<file path="src/rtl/bias_read_control_pkg.sv">
// bias_read_control_pkg
// Shared definitions for the bias read-out stage. These are the controller
// state encoding, the output FIFO depth, and the helper that maps a PE lane
// onto its bank and byte position.
// Optional feature macro used by the importing files: BIAS_ALIGN_EN.
package bias_read_control_pkg;

    // Controller states: waiting for a configuration, issuing reads,
    // and waiting for the last vectors to leave.
    typedef enum logic [1:0] {
        ST_IDLE  = 2'd0,
        ST_RUN   = 2'd1,
        ST_DRAIN = 2'd2
    } state_t;

    // The output FIFO has three entries. This is enough to cover the
    // one-cycle read latency plus one registered stage, so the block can
    // stream at full rate.
    localparam int FIFO_DEPTH = 3;
    localparam int FIFO_PTR_W = $clog2(FIFO_DEPTH);
    localparam int FIFO_CNT_W = $clog2(FIFO_DEPTH + 1);

    // Position of one lane's byte inside the concatenated bank words.
    typedef struct packed {
        int bank;
        int byte_idx;
    } lane_loc_t;

    // Lane l lives in byte (l mod bytes-per-word) of bank (l div bytes-per-word).
    function automatic lane_loc_t lane_loc(input int lane, input int data_len);
        lane_loc_t loc;
        loc.bank     = lane / (data_len / 8);
        loc.byte_idx = lane % (data_len / 8);
        return loc;
    endfunction

endpackage

</file>
<file path="src/rtl/bias_read_control_fifo.sv">
// bias_vec_fifo
// A synchronous FIFO with three entries. It holds byte vectors that have been
// reassembled from the bias banks. The head entry can be read
// combinationally, and the module reports how many entries it holds.
// Ports:
//   clk, rst_n      clock and synchronous active-low reset
//   push, push_data write one vector (ignored when full and not popping)
//   pop             remove the head vector (ignored when empty)
//   head            current head vector
//   count           number of stored vectors
//   empty           no vector stored
// Optional feature macro of the enclosing design: BIAS_ALIGN_EN (unused here).
module bias_vec_fifo
    import bias_read_control_pkg::*;
#(
    parameter int WIDTH = 128
) (
    input  logic                  clk,
    input  logic                  rst_n,
    input  logic                  push,
    input  logic [WIDTH-1:0]      push_data,
    input  logic                  pop,
    output logic [WIDTH-1:0]      head,
    output logic [FIFO_CNT_W-1:0] count,
    output logic                  empty
);

    logic [WIDTH-1:0]      mem [FIFO_DEPTH];
    logic [FIFO_PTR_W-1:0] wr_ptr;
    logic [FIFO_PTR_W-1:0] rd_ptr;
    logic                  full;
    logic                  do_push;
    logic                  do_pop;

    // The pointers wrap at the non-power-of-two depth.
    function automatic logic [FIFO_PTR_W-1:0] ptr_inc(input logic [FIFO_PTR_W-1:0] p);
        return (p == FIFO_PTR_W'(FIFO_DEPTH - 1)) ? '0 : p + 1'b1;
    endfunction

    assign full    = (count == FIFO_CNT_W'(FIFO_DEPTH));
    assign empty   = (count == '0);
    // A push into a full FIFO is still accepted when the head leaves in the
    // same cycle. In that case the slot being written is the one being freed.
    assign do_push = push && (!full || pop);
    assign do_pop  = pop && !empty;
    assign head    = mem[rd_ptr];

    always_ff @(posedge clk) begin
        if (!rst_n) begin
            wr_ptr <= '0;
            rd_ptr <= '0;
            count  <= '0;
            for (int i = 0; i < FIFO_DEPTH; i++) begin
                mem[i] <= '0;
            end
        end else begin
            if (do_push) begin
                mem[wr_ptr] <= push_data;
                wr_ptr      <= ptr_inc(wr_ptr);
            end
            if (do_pop) begin
                rd_ptr <= ptr_inc(rd_ptr);
            end
            case ({do_push, do_pop})
                2'b10:   count <= count + 1'b1;
                2'b01:   count <= count - 1'b1;
                default: count <= count;
            endcase
        end
    end

endmodule

</file>
<file path="src/rtl/bias_read_control.sv">
// bias_read_control
// This block replays the loaded bias buffer banks to the PE array. Each
// cycle it reads every bank at one common address. It then reassembles the
// X_PE signed bytes of that address into one lane-aligned vector and offers
// that vector on a valid/ready handshake. A configuration sweeps bias_num
// addresses, repeat_num times.
// Ports:
//   clk, rst_n                 clock and synchronous active-low reset
//   conf                       start pulse; samples bias_num, repeat_num,
//                              bb_st_addr and bias_shift
//   bb_rd_en, bb_rd_addr       common read strobe/address to all banks
//   bb_rd_data                 bank words, valid one cycle after bb_rd_en
//   bias_out, bias_valid,      output vector handshake
//   bias_ready
//   done                       one-cycle pulse when a configuration finishes
//   idle                       controller is waiting for conf
// Optional feature: define BIAS_ALIGN_EN to shift each lane left by
// bias_shift with saturation. Without it, bias_shift is ignored.
module bias_read_control
    import bias_read_control_pkg::*;
#(
    parameter int X_PE       = 16,
    parameter int ADDR_LEN   = 16,
    parameter int DATA_LEN   = 64,
    parameter int SINGLE_LEN = 24,
    parameter int OUT_LEN    = 16,
    parameter int BUFFER_NUM = 8 * X_PE / DATA_LEN
) (
    input  logic                           clk,
    input  logic                           rst_n,
    input  logic                           conf,
    input  logic [SINGLE_LEN-1:0]          bias_num,
    input  logic [SINGLE_LEN-1:0]          repeat_num,
    input  logic [ADDR_LEN-1:0]            bb_st_addr,
    input  logic [3:0]                     bias_shift,
    output logic                           bb_rd_en,
    output logic [ADDR_LEN-1:0]            bb_rd_addr,
    input  logic [BUFFER_NUM*DATA_LEN-1:0] bb_rd_data,
    output logic [X_PE*OUT_LEN-1:0]        bias_out,
    output logic                           bias_valid,
    input  logic                           bias_ready,
    output logic                           done,
    output logic                           idle
);

    localparam int VEC_W = X_PE * 8;

    state_t                  state;
    state_t                  state_next;
    logic [ADDR_LEN-1:0]     st_addr;
    logic [SINGLE_LEN-1:0]   bias_num_r;
    logic [SINGLE_LEN-1:0]   repeat_num_r;
    logic [SINGLE_LEN-1:0]   addr_cnt;
    logic [SINGLE_LEN-1:0]   rep_cnt;
    logic                    rd_pending;
    logic                    zero_done;
    logic                    cfg_ok;
    logic                    cfg_zero;
    logic                    issue;
    logic                    addr_last;
    logic                    rep_last;
    logic                    drain_done;
    logic [VEC_W-1:0]        rd_vec;
    logic [VEC_W-1:0]        fifo_head;
    logic [FIFO_CNT_W-1:0]   fifo_count;
    logic                    fifo_empty;
    logic                    pop;
    logic [X_PE*OUT_LEN-1:0] aligned;

`ifdef BIAS_ALIGN_EN
    localparam int WIDE_W = OUT_LEN + 16;
    localparam logic signed [WIDE_W-1:0] SAT_MAX = {{17{1'b0}}, {(OUT_LEN-1){1'b1}}};
    localparam logic signed [WIDE_W-1:0] SAT_MIN = {{17{1'b1}}, {(OUT_LEN-1){1'b0}}};
    logic [3:0] shift_r;
`else
    logic unused_shift;
    assign unused_shift = ^bias_shift;
`endif

    assign cfg_ok   = conf && (bias_num != '0) && (repeat_num != '0);
    assign cfg_zero = conf && ((bias_num == '0) || (repeat_num == '0));

    // Reads are throttled so that every issued read always has a FIFO slot
    // waiting for it. The slots are counted as stored entries plus the one
    // read whose data arrives next cycle.
    always_comb begin
        issue      = 1'b0;
        addr_last  = (addr_cnt == bias_num_r - SINGLE_LEN'(1));
        rep_last   = (rep_cnt == repeat_num_r - SINGLE_LEN'(1));
        drain_done = (state == ST_DRAIN) && fifo_empty && !rd_pending;
        if (state == ST_RUN) begin
            issue = (({1'b0, fifo_count} + (FIFO_CNT_W+1)'(rd_pending))
                     < (FIFO_CNT_W+1)'(FIFO_DEPTH));
        end
    end

    // Next state. A conf pulse seen outside IDLE is deliberately ignored.
    always_comb begin
        state_next = state;
        case (state)
            ST_IDLE: begin
                if (cfg_ok) begin
                    state_next = ST_RUN;
                end
            end
            ST_RUN: begin
                if (issue && addr_last && rep_last) begin
                    state_next = ST_DRAIN;
                end
            end
            ST_DRAIN: begin
                if (drain_done) begin
                    state_next = ST_IDLE;
                end
            end
            default: state_next = ST_IDLE;
        endcase
    end

    // State register.
    always_ff @(posedge clk) begin
        if (!rst_n) begin
            state <= ST_IDLE;
        end else begin
            state <= state_next;
        end
    end

    // Configuration capture and the address/sweep counters. The total number
    // of vectors is never computed. The sweep ends when both counters reach
    // their last values together.
    always_ff @(posedge clk) begin
        if (!rst_n) begin
            st_addr      <= '0;
            bias_num_r   <= '0;
            repeat_num_r <= '0;
            addr_cnt     <= '0;
            rep_cnt      <= '0;
`ifdef BIAS_ALIGN_EN
            shift_r      <= '0;
`endif
        end else if (state == ST_IDLE) begin
            if (cfg_ok) begin
                st_addr      <= bb_st_addr;
                bias_num_r   <= bias_num;
                repeat_num_r <= repeat_num;
                addr_cnt     <= '0;
                rep_cnt      <= '0;
`ifdef BIAS_ALIGN_EN
                shift_r      <= bias_shift;
`endif
            end
        end else if (issue) begin
            if (addr_last) begin
                addr_cnt <= '0;
                rep_cnt  <= rep_cnt + 1'b1;
            end else begin
                addr_cnt <= addr_cnt + 1'b1;
            end
        end
    end

    // rd_pending marks that bank data for the previous read is on
    // bb_rd_data this cycle. zero_done produces the done pulse for an empty
    // configuration, which never leaves IDLE.
    always_ff @(posedge clk) begin
        if (!rst_n) begin
            rd_pending <= 1'b0;
            zero_done  <= 1'b0;
        end else begin
            rd_pending <= issue;
            zero_done  <= (state == ST_IDLE) && cfg_zero;
        end
    end

    assign bb_rd_en   = issue;
    assign bb_rd_addr = st_addr + ADDR_LEN'(addr_cnt);
    assign done       = drain_done || zero_done;
    assign idle       = (state == ST_IDLE);

    // Gather lane bytes from their bank positions into a lane-ordered vector.
    for (genvar l = 0; l < X_PE; l++) begin : g_gather
        localparam lane_loc_t LOC     = lane_loc(l, DATA_LEN);
        localparam int        BIT_OFF = LOC.bank * DATA_LEN + LOC.byte_idx * 8;
        assign rd_vec[l*8 +: 8] = bb_rd_data[BIT_OFF +: 8];
    end

    assign pop = bias_valid && bias_ready;

    bias_vec_fifo #(
        .WIDTH (VEC_W)
    ) u_fifo (
        .clk       (clk),
        .rst_n     (rst_n),
        .push      (rd_pending),
        .push_data (rd_vec),
        .pop       (pop),
        .head      (fifo_head),
        .count     (fifo_count),
        .empty     (fifo_empty)
    );

    // Lane widening happens after the FIFO, so it adds no latency. With
    // alignment enabled, the shift is computed wide enough that no bit is
    // lost before saturation.
    for (genvar l = 0; l < X_PE; l++) begin : g_lane
        logic [7:0]         lane_byte;
        logic [OUT_LEN-1:0] lane_out;
        assign lane_byte = fifo_head[l*8 +: 8];
`ifdef BIAS_ALIGN_EN
        logic signed [WIDE_W-1:0] lane_wide;
        assign lane_wide = $signed({{(WIDE_W-8){lane_byte[7]}}, lane_byte}) <<< shift_r;
        always_comb begin
            lane_out = lane_wide[OUT_LEN-1:0];
            if (lane_wide > SAT_MAX) begin
                lane_out = SAT_MAX[OUT_LEN-1:0];
            end else if (lane_wide < SAT_MIN) begin
                lane_out = SAT_MIN[OUT_LEN-1:0];
            end
        end
`else
        assign lane_out = {{(OUT_LEN-8){lane_byte[7]}}, lane_byte};
`endif
        assign aligned[l*OUT_LEN +: OUT_LEN] = lane_out;
    end

    assign bias_valid = !fifo_empty;
    assign bias_out   = bias_valid ? aligned : '0;

endmodule

</file>
<file path="config.mk">
export PLATFORM = sky130hd
export DESIGN_NAME = bias_read_control
export DESIGN_NICKNAME = d
export VERILOG_FILES = /design/src/rtl/bias_read_control_pkg.sv /design/src/rtl/bias_read_control_fifo.sv /design/src/rtl/bias_read_control.sv
export SDC_FILE = /design/constraint.sdc
export NUM_CORES = 1
export LEC_CHECK = 0
export CELL_PAD_IN_SITES_DETAIL_PLACEMENT = 0
export CELL_PAD_IN_SITES_GLOBAL_PLACEMENT = 2
export CORE_ASPECT_RATIO = 0.8
export CORE_MARGIN = 3
export CORE_UTILIZATION = 33
export DETAILED_ROUTE_END_ITERATION = 7
export HOLD_SLACK_MARGIN = 0.12
export PLACE_DENSITY = 0.81
export SYNTH_ARGS = -nofsm -noshare
export SYNTH_HDL_FRONTEND = slang
export SYNTH_SLANG_ARGS = --single-unit
export TNS_END_PERCENT = 30
</file>
<file path="constraint.sdc">
create_clock -name clk -period 5.85 [get_ports clk]
set_input_delay 1.755 -clock clk [delete_from_list [all_inputs] [get_ports clk]]
set_output_delay 1.755 -clock clk [all_outputs]
set_load 0.01 [all_outputs]
</file>
==> PnR_summary.wiki <==
{| class="wikitable"
! Metric !! Value
|-
| Reg clk slew, reported paths || 50 ps
|-
| Sum of negative setup slack || 0 ps
|-
| Maximum count of clock buffers along a single path || 3
|-
| Post-layout min period || 5540 ps
|-
| Cts hold-fix bufs || 0
|-
| Top-level I/O count || 476
|-
| Clk Tree Root Cell || sky130_fd_sc_hd__clkbuf_16
|-
| Cell count after synthesis || 2378
|-
| IO Port Bufs || 471
|-
| Clk_lat worst skew || 600 ps
|-
| Path type of the worst setup path || register to output pin
|-
| Post-route ant nets || 0
|-
| Fin. Hold Viols || 0
|-
| Max-Slew Margin vs Limit || 29.1%
|-
| Remaining global-route overflow || 0
|-
| Maximum number of pins on one net before global-route repair || 129
|-
| Status || finished, final reports clean
|-
| Leading area contributor after synthesis || sky130_fd_sc_hd__edfxtp_1
|-
| Worst-margin pin slew || 1050 ps
|-
| Unrepaired setup endpoints after global routing || no
|-
| Cell area after technology mapping || 30500 um2
|-
| Mean post-synth cell area || 12.8 um2
|-
| Synth top area cells || sky130_fd_sc_hd__edfxtp_1 50%, sky130_fd_sc_hd__and2_1 11%, sky130_fd_sc_hd__mux4_2 9.4%, sky130_fd_sc_hd__dfxtp_1 8.1%, sky130_fd_sc_hd__buf_4 3.1%
|-
| Cell-by-cell listing of the critical path || ha_1 -> a21o_1 -> a21oi_1 -> o21ai_0 -> nand3_1 -> and3_1 -> or3_1 -> and3_1 -> a311oi_1 -> clkdlybuf4s50_1
|-
| Highest net fanout along the worst path || 5
|-
| Cell seen most often among critical-path stages || sky130_fd_sc_hd__and3_1
|-
| Met2 usage in global routing || 27.9%
|-
| Sum of internal, switching and leakage power || 12.0 mW
|-
| Final max-slew violation count || 0
|-
| Met1 track utilization from global routing || 21.4%
|-
| Synthesized flop and latch total || 636
|-
| Initial core utilization || 33.4%
|-
| Post-route clock period utilization || 94.8%
|-
| Busiest grt layer || met2
|-
| Met3 routing resource usage after global routing || 3.01%
|-
| Worst vdd ir || 234 uV
|-
| Die boundary width || 346 um
|-
| Yosys warning count || 0
|-
| Max-Cap Viols || 0
|-
| Share of async-settable or async-resettable flops after synthesis || 0%
|-
| Worst path required time || 4090 ps
|-
| CTS H-tree depth || 3
|-
| Main flop type after synthesis || sky130_fd_sc_hd__edfxtp_1
|-
| Number of standard-cell rows in the floorplan || 99
|-
| Total routed wirelength || 81000 um
|-
| Total area of multi-input combinational cells || 11100 um2
|-
| Type of destination of the critical path || output pin
|-
| First-pass DRT Iterations || 5
|-
| Antenna violations before repair || 16
|-
| DRC errors left || 0
|-
| Proportion of synthesized chip area in sequential cells || 58.5%
|-
| Number of flops mapped to enable cells by yosys || 512
|-
| Post-CTS repair timing setup buffer count || 0
|-
| Number of vias after detailed routing || 19700
|-
| Count of clock tree sinks || 636
|-
| Post-cts resize count || 0
|-
| Wirelength per Cell || 20.3 um
|-
| DR iter-0 viols || 1200
|-
| Post-synth cell types || 83
|-
| CORE AREA || 91400 um2
|-
| Slowest cell on crit path || sky130_fd_sc_hd__clkdlybuf4s50_1
|-
| FF+latch area || 17900 um2
|-
| Highest cell delay on the worst timing path || 630 ps
|-
| Area fraction of the dominant cell type after synthesis || 50.4%
|-
| Final setup violation count || 0
|-
| Clock tree from TritonCTS || done
|-
| Overall routing resource usage || 16.5%
|-
| Die Y-Extent || 278 um
|-
| Estimated wirelength of the detail-placed design || 53200 um
|-
| Final GP Congestion || 0.822
|-
| DIE AREA || 96200 um2
|-
| Number of global-route vias before repair || 20300
|-
| Final nets || 2933
|-
| Syn nets || 2601
|-
| Via-per-instance ratio || 4.94
|-
| Critical path data arrival time || 3790 ps
|-
| Layout cell share with drive strength beyond 1 || 11.0%
|-
| Static leakage || 13.1 nW
|-
| Final clock skew || 18.1 ps
|-
| Crit start category || register
|-
| Global-route wire length before repair || 123000 um
|-
| Area grow syn2layout || 24.7%
|-
| Worst hold path class || register to register
|-
| Number of fillers in the final layout || 8400
|-
| TritonCTS Buffers || 70
|-
| Max Clk Rate || 180 MHz
|-
| Pwr dens || 315 nW/um2
|}
path summary, 6_finish.rpt:
kind                                       end          start  cells after the start  slack, ps
worst max-delay path            bb_rd_addr[15]    addr_cnt[0]                     10        310
worst min-delay path               st_addr[10]    st_addr[10]                      2        460
worst min register to register     st_addr[10]    st_addr[10]                      2        460
worst max register to register      rep_cnt[5]  bias_num_r[2]                      9       1750
layout make-up:
| type | count | share of cell area (%) |
|---|---|---|
| inverters | 30 | 0.296 |
| diodes | 14 | 0.0921 |
| well taps | 1212 | 3.99 |
| multi-input cells | 1453 | 29.2 |
| flip-flops and latches | 636 | 46.9 |
| clock inverters | 40 | 0.924 |
| clock buffers | 82 | 4.77 |
| repair buffers | 519 | 13.8 |
sequential cells by signal (all words and copies together) (netlist names), 2 cells and up, named ones only:
| register | flops |
|---|---|
| u_fifo.wr_ptr | 2 |
| rep_cnt | 24 |
| state | 2 |
| repeat_num_r | 24 |
| u_fifo.mem | 512 |
| u_fifo.rd_ptr | 2 |
| addr_cnt | 24 |
| u_fifo.count | 2 |
| st_addr | 16 |
| bias_num_r | 24 |
per-layer routing:
layer,vias to the layer above,routed length (um)
met5,-,23
met3,115,3980
li1,9189,-
met1,9848,35000
met4,4,2450
met2,525,39600
critical path, delay by kind of cell (launching register included):
kind,cells,cell delay (ps)
simple gates,4,940
compound gates,4,950
fa+ha+maj,1,220
flops,1,460
buf+inv,1,630
cell usage in the layout, fill, tap and decap left out, drive strengths merged, types with 7 or more instances in the layout:
master	synthesis	routed
a211oi	7	7
a21oi	97	97
and2	517	517
and3	18	18
buf	146	48
clkbuf	113	82
clkdlybuf4s50	0	471
clkinv	0	33
dfxtp	124	124
diode	0	14
edfxtp	512	512
ha	22	22
inv	30	31
mux2i	15	15
mux4	128	128
nand2	191	191
nand2b	7	7
nand3	23	23
nand4	17	17
nor2	73	73
nor2b	13	13
nor3	35	35
nor4	29	29
o2111ai	7	7
o21ai	23	23
o31ai	8	8
or3	25	25
or4	13	13
xnor2	64	64
xor2	26	26
kinds of logic (layout without fill, tap and decap cells):
kind of cell / Yosys count / count (layout) / share of synthesized area [%]
AO/OA/AOI/OAI: 203 / 203 / 4.28
XOR/XNOR: 91 / 91 / 2.66
adder cells (fa/ha/maj): 23 / 23 / 0.968
buffers and inverters: 289 / 671 / 5.22
flip-flops: 636 / 636 / 58.5
multiplexers: 144 / 144 / 9.98
other: 0 / 14 / 0
AND/OR/NAND/NOR: 992 / 992 / 18.4
synthesized netlist by cell type (all sizes together) (25+ instances only):
| library cell | number |
|---|---|
| and2 | 517 |
| edfxtp | 512 |
| nand2 | 191 |
| buf | 146 |
| mux4 | 128 |
| dfxtp | 124 |
| clkbuf | 113 |
| a21oi | 97 |
| nor2 | 73 |
| xnor2 | 64 |
| nor3 | 35 |
| inv | 30 |
| nor4 | 29 |
| xor2 | 26 |
| or3 | 25 |
power by group:
part | total (mW) | switching (mW) | internal [mW]
clock network | 4.22 | 1.78 | 2.44
registers | 5.17 | 0.118 | 5.05
logic | 2.59 | 1.24 | 1.35
total | 12.0 | 3.13 | 8.85
per-stage QoR:
step / instance area (um2) / hold WS (ps) / setup slack [ps] / util, % / std cells
4_1_cts: 38000 / 466 / 222 / 41.6 / 3972
6_report: 38100 / 464 / 307 / 41.6 / 3986
3_3_place_gp: 35800 / 452 / 900 / 39.2 / 3850
5_1_grt: 38000 / 489 / 1.72 / 41.6 / 3984
2_1_floorplan: 30500 / 441 / -256 / - / 2378
3_5_place_dp: 35800 / 456 / 908 / 39.2 / 3850
Note: power is estimated with default switching activity, not from simulation.
